### config.mk
export PLATFORM = sky130hd
export DESIGN_NAME = ising_run_seq
export DESIGN_NICKNAME = d
export VERILOG_FILES = /design/src/rtl/ising_seq_pkg.sv /design/src/rtl/ising_seq_rdtimer.sv /design/src/rtl/ising_run_seq.sv
export SDC_FILE = /design/constraint.sdc
export NUM_CORES = 1
export LEC_CHECK = 0
export CAP_MARGIN = 30
export CORE_AREA = 4 4 159 161
export DETAILED_ROUTE_END_ITERATION = 16
export DIE_AREA = 0 0 163 165
export PLACE_DENSITY = 0.74
export SLEW_MARGIN = 20
export SYNTH_ARGS = -nofsm -noshare
export SYNTH_HDL_FRONTEND = slang
export SYNTH_SLANG_ARGS = --single-unit
export TNS_END_PERCENT = 100
### constraint.sdc
create_clock -name clk_main_a0 -period 3.45 [get_ports clk_main_a0]
set_input_delay 0.345 -clock clk_main_a0 [delete_from_list [all_inputs] [get_ports clk_main_a0]]
set_output_delay 0.345 -clock clk_main_a0 [all_outputs]
set_load 0.01 [all_outputs]
### src/rtl/ising_seq_pkg.sv
// Shared types and constants for the Ising-machine run sequencer.
// Holds the FSM state encoding, core register map and control codes.
package ising_seq_pkg;

    typedef enum logic [2:0] {
        ST_IDLE    = 3'd0,
        ST_HOLD    = 3'd1,
        ST_START   = 3'd2,
        ST_RUN     = 3'd3,
        ST_STOP    = 3'd4,
        ST_RD_REQ  = 3'd5,
        ST_RD_WAIT = 3'd6,
        ST_FIN     = 3'd7
    } seq_state_t;

    localparam logic [31:0] CTRL_ADDR        = 32'h0000_0000;
    localparam logic [31:0] SPIN_BASE_ADDR   = 32'h0000_0100;

    localparam logic [31:0] CTRL_RESET_SPINS = 32'd0;
    localparam logic [31:0] CTRL_ENABLE_OSC  = 32'd1;
    localparam logic [31:0] CTRL_FREEZE      = 32'd2;

    // Byte address of spin word idx (32-bit words, 4-byte stride).
    function automatic logic [31:0] spin_addr(input logic [3:0] idx);
        return SPIN_BASE_ADDR + {26'd0, idx, 2'b00};
    endfunction

endpackage

### src/rtl/ising_seq_rdtimer.sv
// Loadable 32-bit down-counter; expire is high while the count is zero.
// One instance times both the anneal duration and the read-data timeout.
module ising_seq_rdtimer (
    input  logic        clk,
    input  logic        rst_n,
    input  logic        load,
    input  logic [31:0] load_val,
    input  logic        dec,
    output logic        expired
);

    logic [31:0] count_r;

    // Load has priority; decrement saturates at zero.
    always_ff @(posedge clk or negedge rst_n) begin
        if (!rst_n) begin
            count_r <= 32'd0;
        end else if (load) begin
            count_r <= load_val;
        end else if (dec && (count_r != 32'd0)) begin
            count_r <= count_r - 32'd1;
        end else begin
            count_r <= count_r;
        end
    end

    assign expired = (count_r == 32'd0);

endmodule

### src/rtl/ising_run_seq.sv
// Run sequencer: resets and enables the Ising core, anneals for a set number
// of clocks, freezes it, then reads N_WORDS spin words into a result buffer.
module ising_run_seq
    import ising_seq_pkg::*;
#(
    parameter int unsigned N_WORDS    = 4,
    parameter int unsigned RD_TIMEOUT = 255
) (
    input  logic        clk_main_a0,
    input  logic        rst_main_n,
    input  logic        cmd_start,
    input  logic        cmd_abort,
    input  logic [31:0] cmd_run_cycles,
    output logic        busy,
    output logic        done,
    output logic        err,
    input  logic [3:0]  res_idx,
    output logic [31:0] res_data,
    output logic        core_wvalid,
    output logic [31:0] core_waddr,
    output logic [31:0] core_wdata,
    output logic        core_arvalid,
    output logic [31:0] core_araddr,
    input  logic        core_rvalid,
    input  logic [31:0] core_rdata,
    input  logic [1:0]  core_rresp,
    output logic        core_rready
);

    localparam logic [3:0]  LAST_IDX     = 4'(N_WORDS - 1);
    localparam logic [4:0]  N_WORDS_W    = 5'(N_WORDS);
    localparam logic [31:0] TIMEOUT_LOAD = 32'(RD_TIMEOUT - 1);

    seq_state_t  state_r;
    logic [3:0]  idx_r;
    logic [31:0] res_buf_r [16];

    logic        timer_load_s;
    logic [31:0] timer_val_s;
    logic        timer_dec_s;
    logic        timer_expired_s;

    ising_seq_rdtimer u_timer (
        .clk      (clk_main_a0),
        .rst_n    (rst_main_n),
        .load     (timer_load_s),
        .load_val (timer_val_s),
        .dec      (timer_dec_s),
        .expired  (timer_expired_s)
    );

    // Timer control: anneal length on start, read timeout on each read request.
    always_comb begin
        timer_load_s = 1'b0;
        timer_val_s  = 32'd0;
        timer_dec_s  = 1'b0;
        case (state_r)
            ST_IDLE: begin
                if (cmd_start) begin
                    timer_load_s = 1'b1;
                    timer_val_s  = cmd_run_cycles;
                end else begin
                    timer_load_s = 1'b0;
                end
            end
            ST_RUN: begin
                timer_dec_s = 1'b1;
            end
            ST_RD_REQ: begin
                timer_load_s = 1'b1;
                timer_val_s  = TIMEOUT_LOAD;
            end
            ST_RD_WAIT: begin
                timer_dec_s = 1'b1;
            end
            default: begin
                timer_load_s = 1'b0;
            end
        endcase
    end

    // Main sequencer; strobes and flags are registered so they align with the
    // state that owns them (e.g. the HOLD write is visible while in HOLD).
    always_ff @(posedge clk_main_a0 or negedge rst_main_n) begin
        if (!rst_main_n) begin
            state_r      <= ST_IDLE;
            busy         <= 1'b0;
            done         <= 1'b0;
            err          <= 1'b0;
            core_wvalid  <= 1'b0;
            core_waddr   <= 32'd0;
            core_wdata   <= 32'd0;
            core_arvalid <= 1'b0;
            core_araddr  <= 32'd0;
            idx_r        <= 4'd0;
            for (int i = 0; i < 16; i++) begin
                res_buf_r[i] <= 32'd0;
            end
        end else begin
            done         <= 1'b0;
            core_wvalid  <= 1'b0;
            core_arvalid <= 1'b0;
            case (state_r)
                ST_IDLE: begin
                    if (cmd_start) begin
                        err         <= 1'b0;
                        busy        <= 1'b1;
                        state_r     <= ST_HOLD;
                        core_wvalid <= 1'b1;
                        core_waddr  <= CTRL_ADDR;
                        core_wdata  <= CTRL_RESET_SPINS;
                    end else begin
                        busy <= 1'b0;
                    end
                end
                ST_HOLD: begin
                    state_r     <= ST_START;
                    core_wvalid <= 1'b1;
                    core_waddr  <= CTRL_ADDR;
                    core_wdata  <= CTRL_ENABLE_OSC;
                end
                ST_START: begin
                    state_r <= ST_RUN;
                end
                ST_RUN: begin
                    if (cmd_abort) begin
                        state_r     <= ST_FIN;
                        done        <= 1'b1;
                        err         <= 1'b1;
                        core_wvalid <= 1'b1;
                        core_waddr  <= CTRL_ADDR;
                        core_wdata  <= CTRL_RESET_SPINS;
                    end else if (timer_expired_s) begin
                        state_r     <= ST_STOP;
                        idx_r       <= 4'd0;
                        core_wvalid <= 1'b1;
                        core_waddr  <= CTRL_ADDR;
                        core_wdata  <= CTRL_FREEZE;
                    end else begin
                        state_r <= ST_RUN;
                    end
                end
                ST_STOP: begin
                    state_r      <= ST_RD_REQ;
                    core_arvalid <= 1'b1;
                    core_araddr  <= spin_addr(idx_r);
                end
                ST_RD_REQ: begin
                    if (cmd_abort) begin
                        state_r     <= ST_FIN;
                        done        <= 1'b1;
                        err         <= 1'b1;
                        core_wvalid <= 1'b1;
                        core_waddr  <= CTRL_ADDR;
                        core_wdata  <= CTRL_RESET_SPINS;
                    end else begin
                        state_r <= ST_RD_WAIT;
                    end
                end
                ST_RD_WAIT: begin
                    // Abort outranks a coincident read beat, whose data is dropped.
                    if (cmd_abort) begin
                        state_r     <= ST_FIN;
                        done        <= 1'b1;
                        err         <= 1'b1;
                        core_wvalid <= 1'b1;
                        core_waddr  <= CTRL_ADDR;
                        core_wdata  <= CTRL_RESET_SPINS;
                    end else if (core_rvalid) begin
                        res_buf_r[idx_r] <= core_rdata;
                        if (core_rresp != 2'b00) begin
                            err <= 1'b1;
                        end else begin
                            err <= err;
                        end
                        if (idx_r == LAST_IDX) begin
                            state_r <= ST_FIN;
                            done    <= 1'b1;
                        end else begin
                            idx_r        <= idx_r + 4'd1;
                            state_r      <= ST_RD_REQ;
                            core_arvalid <= 1'b1;
                            core_araddr  <= spin_addr(idx_r + 4'd1);
                        end
                    end else if (timer_expired_s) begin
                        state_r <= ST_FIN;
                        done    <= 1'b1;
                        err     <= 1'b1;
                    end else begin
                        state_r <= ST_RD_WAIT;
                    end
                end
                ST_FIN: begin
                    state_r <= ST_IDLE;
                    busy    <= 1'b0;
                end
                default: begin
                    state_r <= ST_IDLE;
                    busy    <= 1'b0;
                end
            endcase
        end
    end

    assign core_rready = (state_r == ST_RD_WAIT);

    // Out-of-range indices read as zero.
    always_comb begin
        if ({1'b0, res_idx} < N_WORDS_W) begin
            res_data = res_buf_r[res_idx];
        end else begin
            res_data = 32'd0;
        end
    end

endmodule

==> run_results.csv <==
group,metric,value,unit
grt,overflow,0,
floorplan,rows,57,
clock_tree,clock_sinks,179,
sta,slew_headroom,44.7,%
grt,grt_pass1_vias,7106,
routing,routedWlPerCell,17.5,um
grt,grt_max_degree,80,
yosys,synth_area_per_cell,11.4,sq um
clock_tree,clkTransAtPathRegs,0.08,ns
routing,dr.pass1.iters,7,
yosys,synth-seq-cells,179,
critical_path,cp_cell_sequence,"nor4_2 > nand2b_1 > or4_1 > buf_4 > a21oi_2 > o22ai_1",
floorplan,core,0.0240,sq mm
routing,vias,6946,
clock_tree,cts-root-buf,"clkbuf_16",
yosys,synth_edf_count,0,
grt,grt_pass1_wl,37300,um
cells_and_area,antenna_cells,0,
sta,min_period,2.64,ns
clock_tree,h-tree-depth,4,
min_path,hp-class,"reg -> reg",
yosys,yosys.area_share.adder,0.869,%
sta,rsz0062_at_grt,"false",
yosys,synthFlopType,"dfrtp_1",
clock_tree,cts-resized-gates,0,
sta,worst_pin_slew,0.821,ns
power,p_clk_share,26.1,%
power,p_per_area,612,mW/mm^2
yosys,ys_seq_area_share,44.5,%
power,total_power,7.25,mW
floorplan,die_width,163,um
sta,min_period_over_period,76.6,%
sta,max_freq,379,MHz
placed_design,dp_hpwl,15700,um
placed_design,io_buffers,119,
grt,antenna_found_initial,0,
cells_and_area,syn2layout_area_growth,17.7,%
yosys,netlist_area,0.0101,sq mm
power,pwr-share-seq,40.4,%
yosys,synth_compound_area_share,9.60,%
critical_path,worstSetupStartpointType,"flop",
yosys,synth_async_sr_flop_share,100,%
critical_path,worstPathRequired,3.75,ns
power,leakagePower,5.41,nW
yosys,synth.most_common_cell,"dfrtp_1",
clock_tree,clk_latency,0.43,ns
yosys,yosys.area.top_type,"dfrtp_1",
cells_and_area,layout-drive-gt1-share,11.9,%
grt,grt_usage,17.3,%
critical_path,critical_path_arrival,2.94,ns
placed_design,placed_area,0.0113,sq mm
critical_path,crit_type,"reg -> reg",
yosys,yosysWarnings,0,
floorplan,die_y,165,um
status,outcome,"finished, final reports clean",
floorplan,fp.dieArea,0.0269,sq mm
yosys,ys_types,70,
yosys,synthTopCellsByArea,"dfrtp_1 (44%), mux2_1 (15%), mux4_2 (7.2%)",
critical_path,crit_family,"simple AND/OR/NAND/NOR gates",
sta,final_hold_viol_count,0,
yosys,synth.area.mux_share,21.9,%
routing,finalWirelength,22800,um
yosys,synth.top_cell.area_share,44.5,%
sta,setup_viol_count_final,0,
floorplan,boundaryPins,209,
yosys,syn_inst,884,
cells_and_area,final_cell_area,0.0119,sq mm
sta,slew_violations,0,
critical_path,slowest_stage,"or4_1",
yosys,synth-simple-area-share,11.8,%
critical_path,crit_fanout,9,
power,peakVddDrop,0.374,mV
critical_path,timing.rr.start,"u_timer.count_r[25]$_DFFE_PN0P_",
flow_run,max_cap_viol_count,0,
min_path,min_from,"core_araddr[8]$_DFFE_PN0P_",
sta,fin_skew,0.0162,ns
clock_tree,cts.path.max_buffers,2,
sta,fin_ws,0.808,ns
critical_path,crit_start,"u_timer.count_r[25]$_DFFE_PN0P_",
cells_and_area,layout.nets,1047,
routing,drc,0,
yosys,synth_xor_area_share,0.435,%
yosys,synth_common_cells,"dfrtp_1 (179), mux2_1 (130), buf_4 (90)",
critical_path,slowest_delay,0.59,ns
power,p_switching,2.71,mW
routing,postRouteAntennaNets,0,
power,internal_power,4.54,mW
clock_tree,cts_inserted_buffers,17,
floorplan,initial_utilization,42.0,%
critical_path,path_buf_inv,1,
power,switching_share,37.4,%
routing,via_per_inst,5.33,
routing,initialDrtViolationCount,515,
yosys,synth_top_family_by_area,"multiplexers",
sta,fin_tns_setup,0,ns
power,comb_power_share,33.5,%
clock_tree,cts_tree,"done",
placed_design,dpl_worst_slack,0.736,ns
critical_path,cp-end-kind,"flop",
placed_design,place.gp.congestion,0.920,
layout make-up:
class                   instances  area, sq um
clock buffers                  17          425
clock inverters                15          168
fillers                      2164        12100
inverters                      22         82.6
multi-input cells             600         4870
flip-flops and latches        179         4480
well taps                     324          405
repair buffers                145         1430
final timing paths:
| path | end | slack [ns] | depth (start not counted) |
|---|---|---|---|
| worst max-delay path | u_timer.count_r[11]$_DFFE_PN0P_ | 0.81 | 6 |
| worst min-delay path | core_araddr[8]$_DFFE_PN0P_ | 0.47 | 1 |
| worst max register to register | u_timer.count_r[11]$_DFFE_PN0P_ | 0.81 | 6 |
| worst min register to register | core_araddr[8]$_DFFE_PN0P_ | 0.47 | 1 |
| max in group asynchronous | res_buf_r[402]$_DFFE_PN0P_ | 1.87 | 3 |
| min in group asynchronous | res_buf_r[485]$_DFFE_PN0P_ | 0.52 | 2 |
routing by layer:
| layer | vias to the layer above | GRT usage, % | share of wire (%) |
|---|---|---|---|
| li1 | 3180 | - | - |
| met1 | 3500 | 23.0 | 43 |
| met2 | 243 | 28.7 | 49 |
| met3 | 23 | 3.34 | 6.0 |
| met4 | 0 | 5.45 | 1.2 |
| met5 | - | 0 | 0 |
sequential cells by signal (all words and copies together), names as in the netlist:
name,count
busy,1
core_arvalid,1
core_araddr,5
err,1
core_wvalid,1
core_wdata,2
u_timer.count_r,32
done,1
state_r,3
idx_r,4
res_buf_r,128
logic make-up (layout without fill, tap and decap cells):
group | after synthesis | in the layout
buf+inv | 193 | 199
mux | 164 | 164
other cells | 1 | 89
compound gates | 130 | 130
xor+xnor | 5 | 5
fa+ha+maj | 7 | 7
flops | 179 | 179
simple gates | 205 | 205
power groups by stage:
stage	Clock [mW]	Combinational (mW)	Sequential, mW
after global placement	0	2.37	2.94
after floorplan	0	1.76	2.84
after CTS	1.95	2.42	2.92
after global routing	2.04	2.69	2.99
final	1.89	2.43	2.93
after detailed placement	0	2.41	2.96
cells in the final DEF (no fill, tap or decap), types with 7 or more instances in the layout:
master,n
clkdlybuf4s50_1,116
o21ai_1,12
and2_1,8
mux2_1,130
mux4_2,32
o211ai_1,12
nor4_1,10
clkbuf_16,17
nor2b_1,35
ha_1,7
conb_1,89
o21ai_0,15
nand3_1,13
nor3_1,13
nand2_1,55
a21oi_1,11
a31oi_1,7
nor2_1,21
o221ai_1,8
buf_4,21
inv_1,22
dfrtp_1,179
what timing repair did:
action	CTS	global route
setup buffers	0	0
endpoints found under the setup margin	0	0
hold buffers	1	0
endpoints found under the hold margin	77	0
metrics by stage:
stage / utilization (%) / instances / hold slack [ns]
3_5_place_dp: 47.0 / 1269 / 0.430
5_1_grt: 49.5 / 1302 / 0.481
3_3_place_gp: 47.0 / 1269 / 0.431
2_1_floorplan: - / 972 / 0.0494
4_1_cts: 49.5 / 1302 / 0.466
6_report: 49.5 / 1302 / 0.470
Note: power is estimated with default switching activity, not from simulation.
